===== config.mk =====
export PLATFORM = sky130hd
export DESIGN_NAME = instruction_encoder
export DESIGN_NICKNAME = d
export VERILOG_FILES = /design/src/rtl/b32p_isa_pkg.sv /design/src/rtl/instr_fifo.sv /design/src/rtl/instruction_encoder.sv
export SDC_FILE = /design/constraint.sdc
export NUM_CORES = 1
export LEC_CHECK = 0
export ABC_AREA = 1
export CORE_MARGIN = 1.5
export CORE_UTILIZATION = 50
export DETAILED_ROUTE_END_ITERATION = 6
export GPL_TIMING_DRIVEN = 0
export PLACE_DENSITY_LB_ADDON = 0.08
export SYNTH_ARGS = -nofsm -noshare
export SYNTH_HDL_FRONTEND = slang
export SYNTH_SLANG_ARGS = --single-unit
export TNS_END_PERCENT = 30

===== constraint.sdc =====
create_clock -name clk -period 2.88 [get_ports clk]
set_input_delay 0.864 -clock clk [delete_from_list [all_inputs] [get_ports clk]]
set_output_delay 0.864 -clock clk [all_outputs]
set_load 0.01 [all_outputs]

===== src/rtl/b32p_isa_pkg.sv =====
// B32P instruction-format definitions shared by the encoder RTL and the decoder-side benches.
// Holds format encodings, field widths, the request payload and pack/range-check helpers.
package b32p_isa_pkg;

    localparam int unsigned WORD_W    = 32;
    localparam int unsigned REG_W     = 4;
    localparam int unsigned CONST16_W = 16;
    localparam int unsigned CONST27_W = 27;

    localparam logic [3:0] OP_ARITHC = 4'b0001;

    typedef enum logic [2:0] {
        FMT_ARITH  = 3'd0,
        FMT_ARITHC = 3'd1,
        FMT_C16    = 3'd2,
        FMT_C27    = 3'd3,
        FMT_BRANCH = 3'd4
    } fmt_e;

    typedef struct packed {
        logic [2:0]        fmt;
        logic [3:0]        op;
        logic [3:0]        aluop;
        logic [REG_W-1:0]  areg;
        logic [REG_W-1:0]  breg;
        logic [REG_W-1:0]  dreg;
        logic [WORD_W-1:0] cnst;
        logic [2:0]        bop;
        logic              flag;
    } enc_req_t;

    // A constant fits a field if it is zero-extended or sign-extended from the field width.
    function automatic logic const_legal(input enc_req_t r);
        logic fits16;
        logic fits27;
        fits16 = (r.cnst[WORD_W-1:CONST16_W] == '0) || (&r.cnst[WORD_W-1:CONST16_W-1]);
        fits27 = (r.cnst[WORD_W-1:CONST27_W] == '0) || (&r.cnst[WORD_W-1:CONST27_W-1]);
        case (r.fmt)
            FMT_ARITH:                        const_legal = 1'b1;
            FMT_ARITHC, FMT_C16, FMT_BRANCH:  const_legal = fits16;
            FMT_C27:                          const_legal = fits27;
            default:                          const_legal = 1'b0;
        endcase
    endfunction

    function automatic logic [WORD_W-1:0] pack_word(input enc_req_t r);
        case (r.fmt)
            FMT_ARITH:  pack_word = {r.op, r.aluop, 12'h000, r.areg, r.breg, r.dreg};
            FMT_ARITHC: pack_word = {r.op, r.aluop, r.cnst[CONST16_W-1:0], r.areg, r.dreg};
            FMT_C16:    pack_word = {r.op, r.cnst[CONST16_W-1:0], r.areg[3:1],
                                     r.areg[0] | r.flag, r.breg, r.dreg};
            FMT_C27:    pack_word = {r.op, r.cnst[CONST27_W-1:0], r.flag};
            FMT_BRANCH: pack_word = {r.op, r.cnst[CONST16_W-1:0], r.areg, r.breg, r.bop, r.flag};
            default:    pack_word = '0;
        endcase
    endfunction

endpackage


===== src/rtl/instr_fifo.sv =====
// Synchronous FIFO with combinational head read; full/empty come from an extra pointer wrap bit.
module instr_fifo #(
    parameter int unsigned WIDTH = 32,
    parameter int unsigned DEPTH = 4
) (
    input  logic             clk,
    input  logic             reset,
    input  logic             clear,
    input  logic             push,
    input  logic [WIDTH-1:0] wdata,
    input  logic             pop,
    output logic [WIDTH-1:0] rdata,
    output logic             full,
    output logic             empty
);

    localparam int unsigned AW = $clog2(DEPTH);

    logic [AW:0]      wr_ptr;
    logic [AW:0]      rd_ptr;
    logic [WIDTH-1:0] mem [DEPTH];

    always_ff @(posedge clk) begin
        if (reset || clear) begin
            wr_ptr <= '0;
            rd_ptr <= '0;
        end else begin
            if (push) wr_ptr <= wr_ptr + (AW+1)'(1);
            if (pop)  rd_ptr <= rd_ptr + (AW+1)'(1);
        end
    end

    // Storage is not reset; the pointers alone define which entries are live.
    always_ff @(posedge clk) begin
        if (push) mem[wr_ptr[AW-1:0]] <= wdata;
    end

    assign rdata = mem[rd_ptr[AW-1:0]];
    assign empty = (wr_ptr == rd_ptr);
    assign full  = (wr_ptr[AW] != rd_ptr[AW]) && (wr_ptr[AW-1:0] == rd_ptr[AW-1:0]);

endmodule


===== src/rtl/instruction_encoder.sv =====
// Streaming B32P instruction encoder: range-checks and packs requests into one pipeline
// stage, then queues encoded words in an output FIFO for the instruction-injection path.
module instruction_encoder
    import b32p_isa_pkg::*;
#(
    parameter int unsigned FIFO_DEPTH = 4,
    parameter int unsigned ERR_CNT_W  = 16
) (
    input  logic                 clk,
    input  logic                 reset,
    input  logic                 flush,
    input  logic                 in_valid,
    output logic                 in_ready,
    input  logic [2:0]           in_fmt,
    input  logic [3:0]           in_op,
    input  logic [3:0]           in_aluop,
    input  logic [3:0]           in_areg,
    input  logic [3:0]           in_breg,
    input  logic [3:0]           in_dreg,
    input  logic [31:0]          in_const,
    input  logic [2:0]           in_bop,
    input  logic                 in_flag,
    output logic                 out_valid,
    input  logic                 out_ready,
    output logic [31:0]          out_word,
    output logic                 err_pulse,
    output logic [ERR_CNT_W-1:0] err_count,
    output logic [15:0]          word_count
);

    localparam int unsigned WCNT_W = 16;

    enc_req_t          req_c;
    logic              legal_c;
    logic [WORD_W-1:0] word_c;
    logic              accept_c;
    logic              s1_valid;
    logic [WORD_W-1:0] s1_word;
    logic              fifo_push;
    logic              fifo_pop;
    logic              fifo_full;
    logic              fifo_empty;
    logic [WORD_W-1:0] fifo_head;
    logic [WORD_W-1:0] hold_word;

    assign req_c = '{fmt: in_fmt, op: in_op, aluop: in_aluop, areg: in_areg, breg: in_breg,
                     dreg: in_dreg, cnst: in_const, bop: in_bop, flag: in_flag};
    assign legal_c = const_legal(req_c);
    assign word_c  = pack_word(req_c);

    // S1 drains into the FIFO whenever a slot is free, including one freed by a same-cycle pop,
    // so a new request can be taken every clock without a bubble.
    assign fifo_pop  = !fifo_empty && out_ready;
    assign fifo_push = s1_valid && !flush && (!fifo_full || fifo_pop);
    assign in_ready  = !reset && !flush && (!s1_valid || fifo_push);
    assign accept_c  = in_valid && in_ready;

    assign out_valid = !fifo_empty;
    assign out_word  = fifo_empty ? hold_word : fifo_head;

    always_ff @(posedge clk) begin
        if (reset) begin
            s1_valid   <= 1'b0;
            s1_word    <= '0;
            hold_word  <= '0;
            err_pulse  <= 1'b0;
            err_count  <= '0;
            word_count <= '0;
        end else begin
            if (flush) begin
                s1_valid <= 1'b0;
            end else if (accept_c && legal_c) begin
                s1_valid <= 1'b1;
                s1_word  <= word_c;
            end else if (fifo_push) begin
                s1_valid <= 1'b0;
            end

            // Remember the head so out_word keeps its last value once the FIFO runs dry.
            if (!fifo_empty) hold_word <= fifo_head;

            err_pulse <= accept_c && !legal_c;
            if (accept_c && !legal_c && (err_count != {ERR_CNT_W{1'b1}}))
                err_count <= err_count + ERR_CNT_W'(1);

            if (fifo_push) word_count <= word_count + WCNT_W'(1);
        end
    end

    instr_fifo #(
        .WIDTH (WORD_W),
        .DEPTH (FIFO_DEPTH)
    ) u_fifo (
        .clk   (clk),
        .reset (reset),
        .clear (flush),
        .push  (fifo_push),
        .wdata (s1_word),
        .pop   (fifo_pop),
        .rdata (fifo_head),
        .full  (fifo_full),
        .empty (fifo_empty)
    );

endmodule

==> flow_metrics.tcl, run 1 <==
set metrics [dict create \
    r2r_cells 14 \
    hold_depth 2 \
    violations "setup timing" \
    cts.path.max_buffers 3 \
    timing.setup.tns_ns -0.0484 \
    netlist_top_cells_area "edfxtp_1 38%, dfxtp_1 21%, nand2_1 8.4%" \
    min_period_ns 2.93 \
    crit_type "reg -> out" \
    cts_buffers 24 \
    clkTransAtPathRegs_ns 0.06 \
    grt_setup_unrepaired "true" \
    final_antenna_net_count 0 \
    grt.total_usage 0.252 \
    routed_via_density 5.26 \
    finalHoldViolations 0 \
    die_area_um2 20900 \
    slew_violations 0 \
    stdcell_count 1551 \
    first_pass_iters 5 \
    fp.coreArea_um2 19500 \
    synth_largest_area_cell "edfxtp_1" \
    drt-initial-drc-count 451 \
    clk_latency_ns 0.52 \
    die_w_um 144 \
    setup_viol 1 \
    max_slew_margin 0.430 \
    synth_fp_nets 1173 \
    dp_hpwl_um 17500 \
    die_height_um 144 \
    port_buffers 129 \
    diodes 0 \
    synth_area_um2 10000 \
    yosysUniqueCellTypes 37 \
    worst_pin_slew_ns 0.854 \
    syn_avg_cell_area_um2 9.07 \
    synth-seq-cells 234 \
    ios 131 \
    synth_flop_cell "edfxtp_1" \
    synth_top_area_frac 0.384 \
    critPathMaxFanout 3 \
    crit_path_end_kind "primary output" \
    wirelength_um 26000 \
    synthCells 1102 \
    cts_hold_buf 0 \
    pwr_density_cell_nw_per_um2 553 \
    period_share 1.02 \
    grt_max_degree 33 \
    setup_ws_ns -0.0484 \
    drive_gt1_frac 0.143 \
    fmax_mhz 341 \
    grt_pass1_vias 7784 \
    clockRootBuffer "clkbuf_16" \
    grt_overflow 0 \
    cts.sinks 234 \
    finClkSkew_ns 0.0156 \
    cp.required_ns 2.02 \
    grt_pass1_wl_um 40200 \
    ys_warn_count 0 \
    syn2layout_area_growth_pct 28.9 \
    vias 8160 \
    wl_per_cell_um 16.8 \
    initial_core_util 0.512 \
    dp_cells 1499 \
    drc 0 \
    routabilityCongestion 0.877 \
    async_flop_share 0 \
    synth_edf_count 128 \
    power_leakage_nw 5.12 \
    hold_path_class "reg -> reg" \
    maxCapViolations 0 \
    cts_tree "built" \
    ys_seq_area_frac 0.597 \
    max-vdd-ir-drop_mv 0.396 \
    arrival_ns 2.06 \
    fin_nets 1339 \
    ctsHtreeMaxLevel 1 \
    worstSetupStartpointType "register" \
    status "finished with violations" \
    hold_slack_ns 0.466 \
    grt_antenna_before_repair 0 \
    std_cell_rows 51 \
]
==> per-stage QoR <==
step                utilization  instance area (um2)  total power, W  setup slack [ns]
floorplan                     -                10000         0.00373            -0.196
global placement          0.595                11600         0.00390             -1.95
detailed placement        0.600                11700         0.00390            -0.481
CTS                       0.661                12900         0.00717            -0.118
global route              0.660                12900         0.00735           -0.0786
finish                    0.660                12900         0.00713           -0.0484
==> kinds of logic (layout without fill, tap and decap cells) <==
| logic type | Yosys count | in the layout | synth area share |
|---|---|---|---|
| AND/OR/NAND/NOR | 522 | 522 | 0.214 |
| AO/OA/AOI/OAI | 209 | 209 | 0.123 |
| buffers and inverters | 126 | 310 | 0.0538 |
| XOR/XNOR | 4 | 4 | 0.00350 |
| adder cells (fa/ha/maj) | 7 | 7 | 0.00876 |
| flip-flops | 234 | 234 | 0.597 |
==> routing by layer <==
layer	global-route usage	wire length, um	vias up
met4	0.0723	423	0
met2	0.425	12500	272
met3	0.0377	1650	30
li1	-	-	4066
met5	0	0	-
met1	0.338	11400	3792
==> critical path, stage by stage (launching register included) <==
cell and delay [ns]:
dfxtp_2 0.36, buf_6 0.14, buf_4 0.12, buf_4 0.10, nor2_1 0.05, o32ai_2 0.32, nand2_1 0.12, nand2_1 0.11
clkdlybuf4s15_2 0.22
==> area by class of cell <==
type | instances | area [um2]
flip-flops and latches | 234 | 5980
inverters | 74 | 293
plain buffers | 50 | 430
clock buffers | 31 | 678
repair buffers | 142 | 1310
well taps | 265 | 332
multi-input cells | 742 | 3690
fillers | 1597 | 6630
clock inverters | 13 | 185
==> registers in the layout, summed over array words and instances, names as in the netlist, 3 cells and up, named ones only <==
register       flops
s1_word           32
u_fifo.wr_ptr      3
err_count         16
u_fifo.rd_ptr      3
hold_word         32
u_fifo.mem       128
word_count        16
==> final timing paths <==
path | startpoint | to | slack (ns)
min reg2reg | word_count[4]$_SDFFE_PP0P_ | word_count[4]$_SDFFE_PP0P_ | 0.47
max | register | out_word[1] | -0.05
max reg2reg | u_fifo.rd_ptr[0]$_SDFFE_PP0N_ | s1_word[24]$_SDFFE_PP0P_ | 0.61
min | word_count[4]$_SDFFE_PP0P_ | word_count[4]$_SDFFE_PP0P_ | 0.47
==> repair_timing <==
item,in CTS,in global routing
setup endpoints to repair,34,33
cloned,1,0
gates resized for setup,157,63
setup buffers,6,3
pin swaps,16,10
==> synth_stat cells (10+ instances only) <==
master / number
nand2_1: 224
nor2_1: 220
edfxtp_1: 128
dfxtp_1: 106
o21ai_0: 75
a21oi_1: 66
inv_1: 65
nand3_1: 42
clkbuf_1: 34
o32ai_1: 32
o211ai_1: 12
o21ai_1: 11
nor3_1: 10
==> cell usage in the layout (no fill, tap or decap), types with 4 or more instances in the layout <==
cell type and n:
clkbuf_1 16, a22oi_1 7, dfxtp_2 4, clkbuf_2 25, nor3b_1 4, inv_2 8
o32ai_2 15, edfxtp_1 128, nand3_1 42, nor2_2 5, o21ai_0 73, dfxtp_1 100
nand2_1 214, o21ai_1 13, clkbuf_8 8, dlygate4sd2_1 5, buf_2 12, buf_6 12
nand4_1 4, o211ai_1 12, nor3_1 10, nor2_1 213, clkdlybuf4s50_1 93, clkbuf_16 28
nand2_4 4, o32ai_1 17, ha_1 7, nor2_4 7, inv_1 63, a21oi_1 66
buf_4 13, nand2_2 14, bufinv_16 4
==> power by group <==
group | switching, W | leakage [nW] | total [W] | internal [W]
Clock | 0.00127 | 0.412 | 0.00330 | 0.00203
Combinational | 0.000178 | 2.61 | 0.000320 | 0.000142
Sequential | 0.0000124 | 2.10 | 0.00351 | 0.00350
Total | 0.00146 | 5.12 | 0.00713 | 0.00567
(Power assumes the default switching activity.)
==> run 2: changes to the inputs <==
Settings changed: MAX_ROUTING_LAYER set to met4.
==> run 2 against run 1 <==
The run still ends with setup timing left. Clock power down 11%. Die area unchanged. Via count up 0.63%. Wire length up 1.2%. Final cell count up 0.32%. Sequential cell count unchanged. Fmax down 0.76%.
==> flow_metrics.tcl, run 2 (synthesized netlist as in run 1, its figures left out) <==
set metrics [dict create \
    cts_buffers 24 \
    fmax_mhz 339 \
    worst_pin_slew_ns 0.854 \
    grt_pass1_vias 7901 \
    violations "setup timing" \
    wirelength_um 26300 \
    dp_hpwl_um 17600 \
    crit_family "buffers and inverters" \
    stdcell_count 1556 \
    port_buffers 129 \
    min_period_ns 2.95 \
    cts_hold_buf 0 \
    final_antenna_net_count 0 \
    grt_setup_unrepaired "true" \
    cts.path.max_buffers 3 \
    grt_overflow 0 \
    clkTransAtPathRegs_ns 0.06 \
    first_pass_iters 5 \
    min_to "hold_word[19]$_SDFF_PP0_" \
    fp.coreArea_um2 19500 \
    ios 131 \
    grt.total_usage 0.262 \
    timing.rr.end "u_fifo.mem[1][15]$_DFFE_PP_" \
    crit_slowest_cell "dfxtp_4" \
    die_area_um2 20900 \
    finClkSkew_ns 0.0198 \
    worstSetupStartpointType "register" \
    reg2reg_slack_ns 0.73 \
    crit_type "reg -> out" \
    largest_reg_flops 128 \
    wl_per_cell_um 16.9 \
    crit_path_end_kind "primary output" \
    cts.sinks 234 \
    max_stage_delay_ns 0.36 \
    period_share 1.02 \
    fin_nets 1344 \
    diodes 0 \
    regToRegStartpoint "u_fifo.rd_ptr[0]$_SDFFE_PP0N_" \
    cp.required_ns 2.02 \
    final_cell_mix "212 x nor2_1, 205 x nand2_1, 128 x edfxtp_1, 99 x dfxtp_1, 93 x clkdlybuf4s50_1" \
    clk_latency_ns 0.52 \
    r2r_cells 9 \
    worstHoldStart "hold_word[19]$_SDFF_PP0_" \
    routabilityCongestion 0.891 \
    path_cells "inv_2 -> nand2_1 -> nand2_2 -> nor2_4 -> nand2_4 -> buf_4 -> clkbuf_8 -> nand2_1 -> nand2_1 -> dlygate4sd2_1" \
    std_cell_rows 51 \
    critPathMaxFanout 10 \
    dp_cells 1499 \
    cts_tree "built" \
    slew_violations 0 \
    finalHoldViolations 0 \
    postPlaceCellArea_um2 11700 \
    initial_core_util 0.512 \
    grt_max_degree 33 \
    grt_antenna_before_repair 0 \
    die_w_um 144 \
    grt_pass1_wl_um 40400 \
    drive_gt1_frac 0.146 \
    power_leakage_nw 5.15 \
    routed_via_density 5.28 \
    max_slew_margin 0.430 \
    max-vdd-ir-drop_mv 0.462 \
    syn2layout_area_growth_pct 28.9 \
    drt-initial-drc-count 448 \
    nFillCells 1625 \
    finish.instance_area_um2 12900 \
    ctsHtreeMaxLevel 1 \
    pwr_density_cell_nw_per_um2 525 \
    drc 0 \
    maxCapViolations 0 \
    crit_buf_inv 4 \
    arrival_ns 2.09 \
    layout_commonest_cell "nor2_1" \
    clockRootBuffer "clkbuf_16" \
    setup_viol 5 \
    die_height_um 144 \
    worst_path_most_repeated_cell "nand2_1" \
    post-route-util 0.660 \
    hold_depth 2 \
    vias 8211 \
    status "finished with violations" \
    setup_ws_ns -0.0708 \
    hold_path_class "reg -> reg" \
]
run 2: worst max path at each step:
stage,start,to,slack [ns],depth (start not counted)
2_1_floorplan,flush,u_fifo.mem[2][0]$_DFFE_PP_,-0.20,4
3_5_place_dp,flush,in_ready,-0.48,5
3_3_place_gp,flush,u_fifo.mem[1][20]$_DFFE_PP_,-1.95,5
5_1_grt,u_fifo.rd_ptr[0]$_SDFFE_PP0N_,out_word[18],-0.18,10
4_1_cts,register,out_word[31],-0.21,8
6_report,u_fifo.wr_ptr[1]$_SDFFE_PP0P_,out_word[18],-0.07,10
run 2: worst min-delay path, stage by stage, from the launching register on:
cell and delay [ns]:
dfxtp_1 0.30, nand2_1 0.07, a21oi_1 0.06
run 2: layout make-up:
| class | instances | area, um2 | share of cell area |
|---|---|---|---|
| plain buffers | 51 | 462 | 0.0358 |
| clock buffers | 41 | 736 | 0.0571 |
| clock inverters | 3 | 16.3 | 0.00126 |
| inverters | 74 | 293 | 0.0227 |
| multi-input cells | 742 | 3720 | 0.289 |
| flip-flops and latches | 234 | 5980 | 0.464 |
| well taps | 265 | 332 | 0.0257 |
| repair buffers | 146 | 1350 | 0.105 |
run 2: stage by stage:
step | power (W) | worst slack [ns] | TNS [ns] | hold slack [ns]
finish | 0.00677 | -0.0708 | -0.268 | 0.469
detailed placement | 0.00390 | -0.483 | -12.09 | 0.463
CTS | 0.00680 | -0.210 | -0.606 | 0.471
floorplan | 0.00373 | -0.196 | -18.82 | 0.445
global route | 0.00695 | -0.182 | -1.58 | 0.479
global placement | 0.00390 | -1.95 | -203.00 | 0.455
run 2: where the power goes:
group	total [W]	switching (W)	internal [W]	leakage, nW
registers	0.00351	0.0000120	0.00350	2.10
clock network	0.00293	0.00120	0.00173	0.363
logic	0.000323	0.000179	0.000144	2.68
total	0.00677	0.00140	0.00537	5.15
run 2: repair_timing:
| action | CTS | global route |
|---|---|---|
| gates cloned | 1 | 0 |
| setup endpoints to repair | 34 | 32 |
| resized for setup | 165 | 60 |
| pin swaps | 11 | 5 |
| setup buffers | 7 | 6 |
run 2: per-layer routing:
| layer | vias up | track usage | wire length, um |
|---|---|---|---|
| li1 | 4079 | - | - |
| met1 | 3833 | 0.337 | 11400 |
| met2 | 253 | 0.435 | 12800 |
| met3 | 46 | 0.0351 | 1540 |
| met4 | 0 | 0.0787 | 592 |
| met5 | - | - | 0 |
